## src/rtl/cpu_ctrl_pkg.sv

```systemverilog
// ============================================================================
// Module : cpu_ctrl_pkg
// Desc   : Shared encodings for control_sequencer: state codes, opcodes,
//          instruction field positions, and opcode classes.
// Rev    : 1.0  initial release
// ============================================================================
`default_nettype none

package cpu_ctrl_pkg;

  localparam int c_OPW   = 5;
  localparam int c_IRW   = 32;
  localparam int c_REG_W = 4;

  // Instruction layout: opcode [31:27], Ra [26:23], Rb [22:19], Rc [18:15]
  localparam int c_IR_RC_LSB  = 15;
  localparam int c_IR_RB_LSB  = c_IR_RC_LSB + c_REG_W;
  localparam int c_IR_RA_LSB  = c_IR_RB_LSB + c_REG_W;
  localparam int c_IR_OPC_LSB = c_IR_RA_LSB + c_REG_W;

  localparam logic [3:0] c_ST_RST  = 4'd0;
  localparam logic [3:0] c_ST_T0   = 4'd1;
  localparam logic [3:0] c_ST_T1   = 4'd2;
  localparam logic [3:0] c_ST_T2   = 4'd3;
  localparam logic [3:0] c_ST_T3   = 4'd4;
  localparam logic [3:0] c_ST_T4   = 4'd5;
  localparam logic [3:0] c_ST_T5   = 4'd6;
  localparam logic [3:0] c_ST_T6   = 4'd7;
  localparam logic [3:0] c_ST_HALT = 4'd8;

  typedef enum logic [3:0] {
    ST_RST  = c_ST_RST,
    ST_T0   = c_ST_T0,
    ST_T1   = c_ST_T1,
    ST_T2   = c_ST_T2,
    ST_T3   = c_ST_T3,
    ST_T4   = c_ST_T4,
    ST_T5   = c_ST_T5,
    ST_T6   = c_ST_T6,
    ST_HALT = c_ST_HALT
  } state_t;

  localparam logic [c_OPW-1:0] c_OPC_ADD  = 5'b00000;
  localparam logic [c_OPW-1:0] c_OPC_SUB  = 5'b00001;
  localparam logic [c_OPW-1:0] c_OPC_AND  = 5'b00010;
  localparam logic [c_OPW-1:0] c_OPC_OR   = 5'b00011;
  localparam logic [c_OPW-1:0] c_OPC_SHR  = 5'b00100;
  localparam logic [c_OPW-1:0] c_OPC_SHRA = 5'b00101;
  localparam logic [c_OPW-1:0] c_OPC_SHL  = 5'b00110;
  localparam logic [c_OPW-1:0] c_OPC_ROR  = 5'b00111;
  localparam logic [c_OPW-1:0] c_OPC_ROL  = 5'b01000;
  localparam logic [c_OPW-1:0] c_OPC_MUL  = 5'b01001;
  localparam logic [c_OPW-1:0] c_OPC_DIV  = 5'b01010;
  localparam logic [c_OPW-1:0] c_OPC_NEG  = 5'b01011;
  localparam logic [c_OPW-1:0] c_OPC_NOT  = 5'b01100;
  localparam logic [c_OPW-1:0] c_OPC_NOP  = 5'b11010;
  localparam logic [c_OPW-1:0] c_OPC_HALT = 5'b11011;

  typedef enum logic [2:0] {
    CLS_ALU2   = 3'd0,
    CLS_MULDIV = 3'd1,
    CLS_UNARY  = 3'd2,
    CLS_NOP    = 3'd3,
    CLS_HALT   = 3'd4
  } op_class_t;

endpackage

`default_nettype wire

```

## src/rtl/control_sequencer_if.sv

```systemverilog
// ============================================================================
// Module : control_sequencer_if
// Desc   : Instruction/strobe bundle between control_sequencer and datapath.
//          Mem_ready exists only when CS_MEM_WAIT_EN is defined.
// Rev    : 1.0  initial release
// ============================================================================
`default_nettype none

interface control_sequencer_if
  import cpu_ctrl_pkg::*;
#(
  parameter int OPW = c_OPW,
  parameter int IRW = c_IRW
);

  logic [IRW-1:0] IR;
  logic           Stop;
`ifdef CS_MEM_WAIT_EN
  logic           Mem_ready;
`endif
  logic           Run;
  logic           PCout, PCin, IncPC, MARin, MDRin, MDRout, Read, IRin;
  logic           Yin, ZLowin, ZHighin, ZLowout, ZHighout, HIin, LOin;
  logic           Gra, Grb, Grc, Rin, Rout;
  logic [OPW-1:0] OP;

  modport master (
`ifdef CS_MEM_WAIT_EN
    input  Mem_ready,
`endif
    input  IR, Stop,
    output Run,
    output PCout, PCin, IncPC, MARin, MDRin, MDRout, Read, IRin,
    output Yin, ZLowin, ZHighin, ZLowout, ZHighout, HIin, LOin,
    output Gra, Grb, Grc, Rin, Rout, OP
  );

  modport slave (
`ifdef CS_MEM_WAIT_EN
    output Mem_ready,
`endif
    output IR, Stop,
    input  Run,
    input  PCout, PCin, IncPC, MARin, MDRin, MDRout, Read, IRin,
    input  Yin, ZLowin, ZHighin, ZLowout, ZHighout, HIin, LOin,
    input  Gra, Grb, Grc, Rin, Rout, OP
  );

endinterface

`default_nettype wire

```

## src/rtl/opcode_class_decode.sv

```systemverilog
// ============================================================================
// Module : opcode_class_decode
// Desc   : Maps an instruction opcode onto its execution class.
// Rev    : 1.0  initial release
// ============================================================================
`default_nettype none

module opcode_class_decode
  import cpu_ctrl_pkg::*;
(
  input  logic [c_OPW-1:0] i_opcode,
  output op_class_t        o_class
);

  always_comb begin
    o_class = CLS_NOP;
    case (i_opcode)
      c_OPC_ADD, c_OPC_SUB, c_OPC_AND, c_OPC_OR,
      c_OPC_SHR, c_OPC_SHRA, c_OPC_SHL, c_OPC_ROR, c_OPC_ROL:
        o_class = CLS_ALU2;
      c_OPC_MUL, c_OPC_DIV:
        o_class = CLS_MULDIV;
      c_OPC_NEG, c_OPC_NOT:
        o_class = CLS_UNARY;
      c_OPC_HALT:
        o_class = CLS_HALT;
      // Undefined opcodes fall through to NOP
      default:
        o_class = CLS_NOP;
    endcase
  end

endmodule

`default_nettype wire

```

## src/rtl/control_sequencer.sv

```systemverilog
// ============================================================================
// Module : control_sequencer
// Desc   : Moore control unit: fetch T0-T2, execute T3-T6, HALT. Outputs are
//          decoded from state and IR. CS_MEM_WAIT_EN stretches T1 on Mem_ready.
// Rev    : 1.0  initial release
// ============================================================================
`default_nettype none

module control_sequencer
  import cpu_ctrl_pkg::*;
(
  input  logic                Clock,
  input  logic                Clear,
  control_sequencer_if.master bus
);

  state_t           r_state;
  op_class_t        w_class;
  logic [c_OPW-1:0] w_opcode;

  assign w_opcode = bus.IR[c_IR_OPC_LSB +: c_OPW];

  opcode_class_decode u_class_dec (
    .i_opcode (w_opcode),
    .o_class  (w_class)
  );

  always_ff @(posedge Clock) begin
    if (Clear) begin
      r_state <= ST_RST;
    end else begin
      case (r_state)
        ST_RST:  r_state <= ST_T0;
        ST_T0:   r_state <= bus.Stop ? ST_HALT : ST_T1;
`ifdef CS_MEM_WAIT_EN
        ST_T1:   r_state <= bus.Mem_ready ? ST_T2 : ST_T1;
`else
        ST_T1:   r_state <= ST_T2;
`endif
        ST_T2:   r_state <= ST_T3;
        ST_T3: begin
          case (w_class)
            CLS_NOP:  r_state <= ST_T0;
            CLS_HALT: r_state <= ST_HALT;
            default:  r_state <= ST_T4;
          endcase
        end
        ST_T4:   r_state <= (w_class == CLS_UNARY)  ? ST_T0 : ST_T5;
        ST_T5:   r_state <= (w_class == CLS_MULDIV) ? ST_T6 : ST_T0;
        ST_T6:   r_state <= ST_T0;
        ST_HALT: r_state <= ST_HALT;
        default: r_state <= ST_RST;
      endcase
    end
  end

  always_comb begin
    bus.Run      = 1'b0;
    bus.PCout    = 1'b0;
    bus.PCin     = 1'b0;
    bus.IncPC    = 1'b0;
    bus.MARin    = 1'b0;
    bus.MDRin    = 1'b0;
    bus.MDRout   = 1'b0;
    bus.Read     = 1'b0;
    bus.IRin     = 1'b0;
    bus.Yin      = 1'b0;
    bus.ZLowin   = 1'b0;
    bus.ZHighin  = 1'b0;
    bus.ZLowout  = 1'b0;
    bus.ZHighout = 1'b0;
    bus.HIin     = 1'b0;
    bus.LOin     = 1'b0;
    bus.Gra      = 1'b0;
    bus.Grb      = 1'b0;
    bus.Grc      = 1'b0;
    bus.Rin      = 1'b0;
    bus.Rout     = 1'b0;
    bus.OP       = '0;
    case (r_state)
      ST_T0: begin
        bus.Run = 1'b1; bus.PCout = 1'b1; bus.MARin = 1'b1;
        bus.IncPC = 1'b1; bus.ZLowin = 1'b1;
      end
      ST_T1: begin
        bus.Run = 1'b1; bus.ZLowout = 1'b1; bus.PCin = 1'b1;
        bus.Read = 1'b1; bus.MDRin = 1'b1;
      end
      ST_T2: begin
        bus.Run = 1'b1; bus.MDRout = 1'b1; bus.IRin = 1'b1;
      end
      ST_T3: begin
        bus.Run = 1'b1;
        if (w_class == CLS_ALU2 || w_class == CLS_MULDIV) begin
          bus.Grb = 1'b1; bus.Rout = 1'b1; bus.Yin = 1'b1;
        end else if (w_class == CLS_UNARY) begin
          // Unary ops feed the ALU straight from Rb, no Y staging
          bus.Grb = 1'b1; bus.Rout = 1'b1; bus.OP = w_opcode; bus.ZLowin = 1'b1;
        end
      end
      ST_T4: begin
        bus.Run = 1'b1;
        if (w_class == CLS_UNARY) begin
          bus.ZLowout = 1'b1; bus.Gra = 1'b1; bus.Rin = 1'b1;
        end else begin
          bus.Grc = 1'b1; bus.Rout = 1'b1; bus.OP = w_opcode; bus.ZLowin = 1'b1;
          bus.ZHighin = (w_class == CLS_MULDIV);
        end
      end
      ST_T5: begin
        bus.Run = 1'b1; bus.ZLowout = 1'b1;
        if (w_class == CLS_MULDIV) begin
          bus.LOin = 1'b1;
        end else begin
          bus.Gra = 1'b1; bus.Rin = 1'b1;
        end
      end
      ST_T6: begin
        bus.Run = 1'b1; bus.ZHighout = 1'b1; bus.HIin = 1'b1;
      end
      default: ;
    endcase
  end

endmodule

`default_nettype wire

```

## src/flat_wrapper.sv

```systemverilog
// flat-port wrapper written by rule: the top's interface ports become plain ports
module control_sequencer_flat import cpu_ctrl_pkg::*;
  (Clock, Clear, bus_IR, bus_Stop, bus_Run, bus_PCout, bus_PCin, bus_IncPC, bus_MARin, bus_MDRin, bus_MDRout, bus_Read, bus_IRin, bus_Yin, bus_ZLowin, bus_ZHighin, bus_ZLowout, bus_ZHighout, bus_HIin, bus_LOin, bus_Gra, bus_Grb, bus_Grc, bus_Rin, bus_Rout, bus_OP);
  control_sequencer_if bus_i ();
  input  logic Clock;
  input  logic Clear;
  input wire logic [$bits(bus_i.IR)-1:0] bus_IR;
  input wire logic [$bits(bus_i.Stop)-1:0] bus_Stop;
  output wire logic [$bits(bus_i.Run)-1:0] bus_Run;
  output wire logic [$bits(bus_i.PCout)-1:0] bus_PCout;
  output wire logic [$bits(bus_i.PCin)-1:0] bus_PCin;
  output wire logic [$bits(bus_i.IncPC)-1:0] bus_IncPC;
  output wire logic [$bits(bus_i.MARin)-1:0] bus_MARin;
  output wire logic [$bits(bus_i.MDRin)-1:0] bus_MDRin;
  output wire logic [$bits(bus_i.MDRout)-1:0] bus_MDRout;
  output wire logic [$bits(bus_i.Read)-1:0] bus_Read;
  output wire logic [$bits(bus_i.IRin)-1:0] bus_IRin;
  output wire logic [$bits(bus_i.Yin)-1:0] bus_Yin;
  output wire logic [$bits(bus_i.ZLowin)-1:0] bus_ZLowin;
  output wire logic [$bits(bus_i.ZHighin)-1:0] bus_ZHighin;
  output wire logic [$bits(bus_i.ZLowout)-1:0] bus_ZLowout;
  output wire logic [$bits(bus_i.ZHighout)-1:0] bus_ZHighout;
  output wire logic [$bits(bus_i.HIin)-1:0] bus_HIin;
  output wire logic [$bits(bus_i.LOin)-1:0] bus_LOin;
  output wire logic [$bits(bus_i.Gra)-1:0] bus_Gra;
  output wire logic [$bits(bus_i.Grb)-1:0] bus_Grb;
  output wire logic [$bits(bus_i.Grc)-1:0] bus_Grc;
  output wire logic [$bits(bus_i.Rin)-1:0] bus_Rin;
  output wire logic [$bits(bus_i.Rout)-1:0] bus_Rout;
  output wire logic [$bits(bus_i.OP)-1:0] bus_OP;
  assign bus_i.IR = bus_IR;
  assign bus_i.Stop = bus_Stop;
  assign bus_Run = bus_i.Run;
  assign bus_PCout = bus_i.PCout;
  assign bus_PCin = bus_i.PCin;
  assign bus_IncPC = bus_i.IncPC;
  assign bus_MARin = bus_i.MARin;
  assign bus_MDRin = bus_i.MDRin;
  assign bus_MDRout = bus_i.MDRout;
  assign bus_Read = bus_i.Read;
  assign bus_IRin = bus_i.IRin;
  assign bus_Yin = bus_i.Yin;
  assign bus_ZLowin = bus_i.ZLowin;
  assign bus_ZHighin = bus_i.ZHighin;
  assign bus_ZLowout = bus_i.ZLowout;
  assign bus_ZHighout = bus_i.ZHighout;
  assign bus_HIin = bus_i.HIin;
  assign bus_LOin = bus_i.LOin;
  assign bus_Gra = bus_i.Gra;
  assign bus_Grb = bus_i.Grb;
  assign bus_Grc = bus_i.Grc;
  assign bus_Rin = bus_i.Rin;
  assign bus_Rout = bus_i.Rout;
  assign bus_OP = bus_i.OP;
  control_sequencer u_core (.Clock(Clock), .Clear(Clear), .bus(bus_i));
endmodule
```

## config.mk

```make
export PLATFORM = sky130hd
export DESIGN_NAME = control_sequencer_flat
export DESIGN_NICKNAME = d
export VERILOG_FILES = /design/src/rtl/cpu_ctrl_pkg.sv /design/src/rtl/control_sequencer_if.sv /design/src/rtl/opcode_class_decode.sv /design/src/rtl/control_sequencer.sv /design/src/flat_wrapper.sv
export SDC_FILE = /design/constraint.sdc
export NUM_CORES = 1
export LEC_CHECK = 0
export BUFFER_PORTS_ARGS = -buffer_cell sky130_fd_sc_hd__buf_2
export CAP_MARGIN = 20
export CORE_AREA = 2 2 52 42
export CTS_CLUSTER_DIAMETER = 30
export DETAILED_ROUTE_END_ITERATION = 10
export DIE_AREA = 0 0 54 44
export GPL_ROUTABILITY_DRIVEN = 0
export HOLD_SLACK_MARGIN = 0.15
export PLACE_DENSITY_LB_ADDON = 0.3
export SLEW_MARGIN = 20
export SYNTH_ARGS = -nofsm -noshare
export SYNTH_HDL_FRONTEND = slang
export SYNTH_SLANG_ARGS = --single-unit
```

## constraint.sdc

```tcl
create_clock -name Clock -period 1.9 [get_ports Clock]
set_input_delay 0.095 -clock Clock [delete_from_list [all_inputs] [get_ports Clock]]
set_output_delay 0.095 -clock Clock [all_outputs]
set_load 0.02 [all_outputs]
```

After elaboration in Yosys (flattened, before gate mapping)
Memory sizes are Yosys's and may differ from the RTL's. Cells that the tools add are included. W data, S select, Z words.

Output and inout bits: 26. Memories: 1. Word-level logic and storage cells: 51. RAM bits: 0. Input bits: 35. Register bits: 4. ROM bits: 96. Latch bits: 0.

$add $sub $neg: 0. Reductions and logical operators: 6. Multiplexer cells: 31. Shifts and indexed selects: 0. $mul: 0. $lt $le $gt $ge: 0. Eq/ne operators: 12. Bitwise gates (word level): 0. Div/mod/pow operators: 0.

Memories: (no name shown) (words 32, bits a word 3, read ports 1, clocked after memory_dff 0, write ports 0, line opcode_class_decode.sv:17) `case (i_opcode)`.

Operator list (count): $pmux W4 S8 (1); $mux W1 (18); $eq A4 B3 Y1 const B (4); $mux W5 (3); $pmux W5 S2 (1); $eq A4 B2 Y1 const B (2); $pmux W4 S2 (1); $reduce_or A7 Y1 (1); $eq A3 B2 Y1 const B (2); $mux W3 (2); $pmux W1 S2 (3); $eq A4 B1 Y1 const B (1); $eq A4 B4 Y1 const B (1); $logic_not A4 Y1 (1); $mux W4 (1); $reduce_or A2 Y1 (2); $eq A3 B1 Y1 const B (1); $eq A3 B3 Y1 const B (1); $logic_not A3 Y1 (1); $pmux W1 S3 (1); $logic_or A1 B1 Y1 (1).

Logic depth before layout (Yosys ltp)
Gate-level depths: netlist of run 1. An unclocked memory read counts as a cell.

Depth after elaboration: 5. Depth in mapped cells: 8.

Hierarchy
A second synthesis of run 1 with hierarchy kept.

Cell total of the unflattened synthesis: 89. Area total of the unflattened synthesis: 658.1 sq um.

By module, submodules not included: control_sequencer (area each 549.3 sq um, sequential area each 80.1 sq um, cells an instance 76, instances 1); opcode_class_decode (area each 108.9 sq um, sequential area each 0.0 sq um, cells an instance 13, instances 1).

Worst setup path before layout of run 1
No wires, ideal clock.

Kind: input port to output port. Start: input port bus_IR[27]. End: output port bus_Rin. Stages on the path: 8. Data arrival time: 1.798 ns. Path slack: 0.007 ns. Path through: inv_1 -> ha_1 -> or3_1 -> o221a_2 -> a21oi_4 -> nand2_1 -> a21oi_1 -> buf_4.

Cells in the longest elaborated chain, start to end: 4. Elaborated cells between the ends (all ways): 6. Those cells by class: eq/ne: 2; mux: 3; memory: 1.

RTL lines: start: declaration (line flat_wrapper.sv:7) `input wire logic [$bits(bus_i.IR)-1:0] bus_IR;`; $mem_v2 Z32 W3 *; $eq A3 B1 Y1 / $eq A3 B2 Y1 (equally long branches) (line control_sequencer.sv:112, control_sequencer.sv:103); $mux W1 (on tied branches); $pmux W1 S2 *; end: declaration (line flat_wrapper.sv:28) `output wire logic [$bits(bus_i.Rin)-1:0] bus_Rin;`.

Every way passes the cells marked *; elsewhere a longest branch is shown, timed or not.

Worst setup path in the final report of run 1
Start: register u_core.r_state[1]. End: output port bus_Rout.

Cells in the longest elaborated chain, start to end: 2. Elaborated cells between the ends (all ways): 3. Those cells by class: eq/ne: 2; mux: 1.

RTL lines: start: declaration (line control_sequencer.sv:17) `state_t r_state;`; start signal: assignment (line control_sequencer.sv:34) `ST_T0: r_state <= bus.Stop ? ST_HALT : ST_T1;`; start signal: assignment (line control_sequencer.sv:48) `ST_T4: r_state <= (w_class == CLS_UNARY) ? ST_T0 : ST_T5;`; start signal: assignment (line control_sequencer.sv:49) `ST_T5: r_state <= (w_class == CLS_MULDIV) ? ST_T6 : ST_T0;`; $eq A4 B3 Y1 (line control_sequencer.sv:80) `case (r_state)`; $pmux W1 S2 * (line control_sequencer.sv:80); end: declaration (line flat_wrapper.sv:29) `output wire logic [$bits(bus_i.Rout)-1:0] bus_Rout;`.

Marks and branches as above.

==> results of run 1 <==
==> cells by family (layout without fill, tap and decap cells) <==
family	Yosys count	count (layout)	synth area share (%)
adder cells (fa/ha/maj)	3	3	6.370
XOR/XNOR	1	1	2.761
AO/OA/AOI/OAI	19	19	23.78
buffers and inverters	14	50	13.59
AND/OR/NAND/NOR	42	42	39.92
flip-flops	4	4	13.59
==> routing by layer <==
layer	wire length [µm]	part of all wire (%)	vias up	track usage (%)
met2	653	43	22	20.24
met5	0	0	-	0
met4	0	0	0	1.500
li1	-	-	354	-
met3	103	6.7	0	3.103
met1	779	51	303	19.33
==> synth_stat cells, types with 2 or more instances <==
library cell	count
a21oi_1	4
buf_4	7
clkbuf_1	2
dfxtp_1	4
ha_1	3
inv_1	4
nand2_1	10
nand2b_1	5
nor2_1	7
nor2b_1	4
nor3_1	5
nor3b_2	3
o21ai_0	3
o31a_1	2
or3_1	3
==> layout make-up <==
| type | instances | area [µm²] |
|---|---|---|
| Fill cell | 212 | 1017 |
| Multi-Input combinational cell | 65 | 474.2 |
| Timing Repair Buffer | 43 | 252.7 |
| Sequential cell | 4 | 80.08 |
| Tap cell | 24 | 30.03 |
| Clock buffer | 3 | 22.52 |
| Inverter | 4 | 15.01 |
==> final timing paths <==
check / start / to / cells past startpoint
worst max-delay path: u_core.r_state[1] / bus_Rout / 6
worst min-delay path: bus_Stop / u_core.r_state[3] / 3
worst max register to register: u_core.r_state[1] / u_core.r_state[2] / 5
worst min register to register: u_core.r_state[3] / u_core.r_state[3] / 3
==> where the power goes <==
part           internal (mW)  leakage, nW  switching [mW]
clock network         0.0707       0.0138          0.0362
logic                 0.0957        0.398           0.133
registers             0.0931       0.0328          0.0158
==> worst min-delay path, delay by kind of cell <==
| kind | cells | cell delay (ns) |
|---|---|---|
| AO/OA/AOI/OAI | 1 | 0.07 |
| buffers and inverters | 1 | 0.09 |
| AND/OR/NAND/NOR | 1 | 0.10 |
==> timing repair <==
action	4_1_cts	5_1_grt
pin swaps	0	5
hold buffers	1	0
resized for setup	0	13
buffers inserted	1	3
gates cloned	0	0
endpoints found under the hold margin	3	0
setup endpoints to repair	1	11
==> results_dict.tcl, run 1 <==
set metrics [dict create \
    p_per_area_nw_per_um2 508.6 \
    cp_slowest_stage_delay_ns 0.44 \
    cts.sinks 4 \
    die_h_um 44 \
    dieWidth_um 54 \
    seq_area_frac_synth_pct 13.59 \
    layout_commonest_cell "buf_2" \
    tritoncts "yes" \
    yosys.area.top_type "dfxtp_1" \
    area_growth_pct 48.41 \
    hp-class "primary input to flip-flop" \
    grt_antenna_before_repair 0 \
    remaining_drc_errors 0 \
    critPathRequiredTime_ns 1.80 \
    fin_setup_tns_ns 0 \
    slowest_stage "or3b_1" \
    wirelength_um 1535 \
    p_leak_nw 0.4446 \
    cp_common_cell "nand2b_1" \
    drv_cap 0 \
    rows 14 \
    final_area_um2 874.6 \
    ir_drop_mv 0.2650 \
    insertion_delay_ns 0.24 \
    vias 679 \
    dpl-instance-area_um2 757.0 \
    final_util_pct 46.23 \
    worstSetupStartpointType "flip-flop" \
    status "finished, final reports clean" \
    largest_reg_flops 4 \
    end_kind "output port" \
    placed_cells 135 \
    cts.htree.levels 1 \
    wire_per_inst_um 10.73 \
    boundaryPins 61 \
    critPathKind "flip-flop to output port" \
    crit_arrival_ns 1.75 \
    fin_ws_ns 0.05768 \
    firstDrtPassIters 4 \
    syn_nets 121 \
    reg_top3 "u_core.r_state (4)" \
    routed_via_density 4.748 \
    cp_cell_sequence "or3b_1 -> nor2_2 -> nand2b_1 -> nand2b_1 -> o21ai_1 -> buf_4" \
    clk_pin_slew_ns 0.04 \
    synthArstFlopShare_pct 0 \
    fin_crit_sh_pct 96.96 \
    ys.flop_type "dfxtp_1" \
    synth_area_leaders "dfxtp_1, buf_4, ha_1, nand2_1, nor3b_2" \
    grt_overflow 0 \
    total_power_mw 0.4449 \
    yosysWarningCount 0 \
    layout_common_cells "buf_2, buf_4, nand2_1" \
    grt_pass1_wl_um 2408 \
    hpwl_um 1203 \
    synth-seq-cells 4 \
    hold_slack_ns 0.1578 \
    pre_cts_ws_ns 0.006254 \
    syn_area_um2 589.3 \
    hold_violations 0 \
    ant_nets 0 \
    antenna_cells 0 \
    track_usage_pct 13.21 \
    setup_viol 0 \
    path_buf_inv 1 \
    path_max_fanout 7 \
    dieArea_um2 2376 \
    r2r_setup_slack_ns 0.50 \
    grt_max_degree 10 \
    synth.top_cell.area_share_pct 13.59 \
    portBuffers 33 \
    synthCells 83 \
    layout_min_cycle_time_ns 1.842 \
    synth_edf_count 0 \
    maxSlewHeadroom_pct 72.54 \
    regMostFlops "u_core.r_state" \
    synth_cell_type_count 32 \
    core_area_um2 1892 \
    cts_buffers 3 \
    synth_area_per_cell_um2 7.100 \
    fin_cells 143 \
    nNetsFinal 159 \
    grt_pass1_vias 582 \
    drive_gt1_share_pct 47.90 \
    drt_iter0_drc 4 \
    skew_ns 0.008991 \
    initial_core_util_pct 31.15 \
    tightest_slew_ns 0.4113 \
    fmax_mhz 542.8 \
    slew_viol_final 0 \
    cts_root_buf "clkbuf_4" \
    clockBufferDepth 2 \
    critPathTopFamily "simple AND/OR/NAND/NOR gates" \
]
Power figures use the tool's default switching activity.
==> inputs of run 2 (changes only) <==
--- a/config.mk
+++ b/config.mk
@@ -7,14 +7,13 @@
 export LEC_CHECK = 0
 export BUFFER_PORTS_ARGS = -buffer_cell sky130_fd_sc_hd__buf_2
 export CAP_MARGIN = 20
-export CORE_AREA = 2 2 52 42
+export CORE_AREA = 2 2 43 45
 export CTS_CLUSTER_DIAMETER = 30
 export DETAILED_ROUTE_END_ITERATION = 10
-export DIE_AREA = 0 0 54 44
+export DIE_AREA = 0 0 45 47
 export GPL_ROUTABILITY_DRIVEN = 0
 export HOLD_SLACK_MARGIN = 0.15
 export PLACE_DENSITY_LB_ADDON = 0.3
-export SLEW_MARGIN = 20
 export SYNTH_ARGS = -nofsm -noshare
 export SYNTH_HDL_FRONTEND = slang
 export SYNTH_SLANG_ARGS = --single-unit
==> constraint.sdc (replaced) <==
create_clock -name Clock -period 2.3 [get_ports Clock]
set_input_delay 0.115 -clock Clock [delete_from_list [all_inputs] [get_ports Clock]]
set_output_delay 0.115 -clock Clock [all_outputs]
set_load 0.02 [all_outputs]
==> results_dict.tcl, run 2 (synthesized netlist as in run 1, its figures left out) <==
set metrics [dict create \
    rsz0062_at_grt "false" \
    cp.depth 6 \
    pre_cts_ws_ns 0.3293 \
    drt_iter0_drc 10 \
    grt_pass1_wl_um 2145 \
    grt_antenna_before_repair 0 \
    postCtsSetupBuffers 0 \
    die_h_um 47 \
    grt_max_degree 11 \
    wirelength_um 1376 \
    critPathTopFamily "simple AND/OR/NAND/NOR gates" \
    hp-class "primary input to flip-flop" \
    ant_nets 0 \
    track_usage_pct 13.68 \
    placed_cells 123 \
    wire_per_inst_um 10.92 \
    cp_slowest_stage_delay_ns 0.53 \
    clk_pin_slew_ns 0.04 \
    crit_arrival_ns 1.99 \
    total_power_mw 0.3383 \
    min-delay-start "Clear" \
    cts.htree.levels 1 \
    critPathKind "flip-flop to output port" \
    dpl-instance-area_um2 710.7 \
    path_max_fanout 8 \
    reg_top3 "u_core.r_state (4)" \
    dieArea_um2 2115 \
    cts_hold_buf 0 \
    rows 15 \
    fin_cells 126 \
    slew_viol_final 0 \
    core_area_um2 1652 \
    hold_slack_ns 0.1614 \
    routed_via_density 5.095 \
    slowest_stage "or3b_1" \
    antenna_cells 0 \
    largest_reg_flops 4 \
    cp_cell_sequence "or3b_1 -> nor2_1 -> nand2b_1 -> nand2b_1 -> o21ai_0 -> buf_2" \
    final_area_um2 733.2 \
    skew_ns 0.005113 \
    dieWidth_um 45 \
    area_growth_pct 24.42 \
    vias 642 \
    tightest_slew_ns 0.4240 \
    setup_viol 0 \
    maxSlewHeadroom_pct 71.59 \
    cts.sinks 4 \
    nNetsFinal 149 \
    insertion_delay_ns 0.24 \
    layout_common_cells "buf_2, nand2_1, nor2_1" \
    initial_core_util_pct 35.68 \
    reg2regPathDepth 5 \
    path_buf_inv 1 \
    hpwl_um 1086 \
    p_per_area_nw_per_um2 461.3 \
    end_kind "output port" \
    worstSetupStartpointType "flip-flop" \
    p_leak_nw 0.3928 \
    drv_cap 0 \
    remaining_drc_errors 0 \
    layout_min_cycle_time_ns 2.100 \
    regMostFlops "u_core.r_state" \
    min_to "u_core.r_state[1]" \
    cts_root_buf "clkbuf_4" \
    hold_violations 0 \
    r2r-start "u_core.r_state[2]" \
    status "finished, final reports clean" \
    clockBufferDepth 2 \
    cts_resized 0 \
    grt_pass1_vias 500 \
    boundaryPins 61 \
    rr_endpoint "u_core.r_state[2]" \
    portBuffers 33 \
    tritoncts "yes" \
    final_util_pct 44.39 \
    fin_crit_sh_pct 91.32 \
    fin_setup_tns_ns 0 \
    drive_gt1_share_pct 39.45 \
    firstDrtPassIters 4 \
    grt_overflow 0 \
    cts_buffers 3 \
    hold_depth 3 \
    critPathRequiredTime_ns 2.18 \
    layout_commonest_cell "buf_2" \
    fin_ws_ns 0.1996 \
    cp_common_cell "nand2b_1" \
    fmax_mhz 476.1 \
    r2r_setup_slack_ns 0.67 \
    ir_drop_mv 0.2655 \
]
==> run 2: changes by cell type in the layout (fill, tap and decap cells not counted), sizes merged <==
cell and delta:
buf -9, dlygate4sd3 -1
==> run 2: routing by layer <==
layer / vias up / global-route usage (%) / part of all wire [%] / wire length [µm]
met2: 19 / 19.43 / 44 / 612
met3: 2 / 4.615 / 6.0 / 83
met1: 288 / 20.37 / 49 / 669
li1: 333 / - / - / -
met5: - / 0 / 0 / 0
met4: 0 / 1.765 / 0.80 / 11
==> run 2: worst min-delay path, stage by stage <==
cell     delay, ns
buf_2         0.07
a21oi_1       0.06
o31a_1        0.10
==> run 2: report_power, final <==
group | internal [mW] | leakage, nW | total, mW | switching [mW]
Sequential | 0.0769 | 0.0328 | 0.0928 | 0.0159
Clock | 0.0584 | 0.0138 | 0.0885 | 0.0301
Combinational | 0.0589 | 0.346 | 0.157 | 0.0980
==> run 2: cell type report <==
| type | instances | area (µm²) |
|---|---|---|
| fill | 193 | 918.4 |
| multi-input combinational | 65 | 429.2 |
| timing repair buffer | 33 | 165.2 |
| sequential | 4 | 80.08 |
| clock buffer | 3 | 22.52 |
| tap | 17 | 21.27 |
| inverter | 4 | 15.01 |
==> run 2: worst max-delay path by stage <==
stage | start | end | slack [ns]
floorplan | bus_IR[27] | bus_Rin | 0.37
global placement | bus_IR[27] | bus_OP[3] | 0.36
detailed placement | bus_IR[27] | bus_OP[2] | 0.33
CTS | u_core.r_state[2] | bus_Rout | 0.20
global route | u_core.r_state[2] | bus_Rout | 0.05
finish | u_core.r_state[2] | bus_Rout | 0.20
==> inputs of run 3 (changes only) <==
--- a/config.mk
+++ b/config.mk
@@ -7,10 +7,10 @@
 export LEC_CHECK = 0
 export BUFFER_PORTS_ARGS = -buffer_cell sky130_fd_sc_hd__buf_2
 export CAP_MARGIN = 20
-export CORE_AREA = 2 2 43 45
+export CORE_AREA = 2 2 45 47
 export CTS_CLUSTER_DIAMETER = 30
 export DETAILED_ROUTE_END_ITERATION = 10
-export DIE_AREA = 0 0 45 47
+export DIE_AREA = 0 0 47 49
 export GPL_ROUTABILITY_DRIVEN = 0
 export HOLD_SLACK_MARGIN = 0.15
 export PLACE_DENSITY_LB_ADDON = 0.3
==> results_dict.tcl, run 3 (synthesized netlist as in run 1, its figures left out) <==
set metrics [dict create \
    status "finished, final reports clean" \
    boundaryPins 61 \
    end_kind "output port" \
    maxSlewHeadroom_pct 74.02 \
    layout_common_cells "buf_2, nand2_1, nor2_1" \
    rsz0062_at_grt "false" \
    layout_commonest_cell "buf_2" \
    total_power_mw 0.3329 \
    critPathTopFamily "simple AND/OR/NAND/NOR gates" \
    slowest_stage "or3b_1" \
    clockBufferDepth 2 \
    antenna_cells 0 \
    dpl-instance-area_um2 723.2 \
    rows 16 \
    fin_setup_tns_ns 0 \
    drt_iter0_drc 8 \
    hpwl_um 1124 \
    cp_cell_sequence "or3b_1 -> nor2_1 -> nand2b_1 -> nand2b_1 -> o21ai_0 -> buf_2" \
    grt_pass1_vias 583 \
    fmax_mhz 483.6 \
    grt_pass1_wl_um 2297 \
    hold_depth 3 \
    grt_max_degree 11 \
    final_util_pct 40.49 \
    grt_antenna_before_repair 0 \
    skew_ns 0.0003997 \
    path_max_fanout 8 \
    grtUsageMet2_pct 20.55 \
    postCtsSetupBuffers 0 \
    insertion_delay_ns 0.23 \
    tritoncts "yes" \
    tightest_slew_ns 0.3877 \
    grt-busiest-layer "met2" \
    r2r_setup_slack_ns 0.67 \
    drive_gt1_share_pct 39.45 \
    worstSetupStartpointType "flip-flop" \
    reg_top3 "u_core.r_state (4)" \
    slew_viol_final 0 \
    die_h_um 49 \
    largest_reg_flops 4 \
    cts_hold_buf 0 \
    p_leak_nw 0.3928 \
    use_met3_pct 0.3704 \
    critPathRequiredTime_ns 2.18 \
    ant_nets 0 \
    hold_violations 0 \
    nNetsFinal 149 \
    area_growth_pct 26.54 \
    path_buf_inv 1 \
    regMostFlops "u_core.r_state" \
    cts_root_buf "clkbuf_4" \
    vias 628 \
    p_per_area_nw_per_um2 446.4 \
    cp_slowest_stage_delay_ns 0.52 \
    drv_cap 0 \
    initial_core_util_pct 32.00 \
    cts_resized 0 \
    dieWidth_um 47 \
    dieArea_um2 2303 \
    cp.depth 6 \
    routed_via_density 4.618 \
    cts.sinks 4 \
    core_area_um2 1842 \
    remaining_drc_errors 0 \
    layout_min_cycle_time_ns 2.068 \
    hp-class "primary input to flip-flop" \
    met1_usage_pct 16.82 \
    cts_buffers 3 \
    cts.htree.levels 1 \
    wire_per_inst_um 10.09 \
    setup_viol 0 \
    firstDrtPassIters 4 \
    final_area_um2 745.7 \
    hold_slack_ns 0.1737 \
    track_usage_pct 12.81 \
    portBuffers 33 \
    clk_pin_slew_ns 0.04 \
    grt_overflow 0 \
    critPathKind "flip-flop to output port" \
    reg2regPathDepth 5 \
    wirelength_um 1372 \
    fillers 213 \
    ir_drop_mv 0.2752 \
    cp_common_cell "nand2b_1" \
    crit_arrival_ns 1.95 \
    fin_crit_sh_pct 89.91 \
]
==> run 3: final cells by class <==
cell class                      count  area (µm²)  area share [%]
Clock buffer                        3       22.52           3.020
Inverter                            4       15.01           2.013
Multi-Input combinational cell     65       429.2           57.55
Sequential cell                     4       80.08           10.74
Tap cell                           27       33.78           4.530
Timing Repair Buffer               33       165.2           22.15
==> run 3: path summary, 6_finish.rpt <==
check               startpoint           endpoint
max          u_core.r_state[2]           bus_Rout
min                      Clear  u_core.r_state[1]
max reg2reg  u_core.r_state[2]  u_core.r_state[2]
min reg2reg  u_core.r_state[3]  u_core.r_state[0]
==> run 3: metrics by stage <==
stage	std cells	setup slack (ns)
finish	136	0.2321
global route	136	0.1243
CTS	136	0.2257
detailed placement	133	0.3214
global placement	133	0.3513
floorplan	83	0.3670
==> run 3: power by group <==
part	switching, mW	internal (mW)
sequential	0.0146	0.0770
clock	0.0259	0.0582
combinational	0.0983	0.0589
total	0.139	0.194
==> run 3: layer usage <==
metal / routed length [µm] / share of wire [%] / vias up
met1: 629 / 46 / 282
met5: 0 / 0 / -
met4: 0 / 0 / 0
met2: 694 / 51 / 10
met3: 48 / 3.5 / 0
li1: - / - / 336
==> run 3: worst reg2reg max path, delay by kind of cell (launching register included) <==
| kind | cells | cell delay, ns |
|---|---|---|
| flip-flops | 1 | 0.43 |
| AO/OA/AOI/OAI | 2 | 0.30 |
| AND/OR/NAND/NOR | 3 | 0.85 |
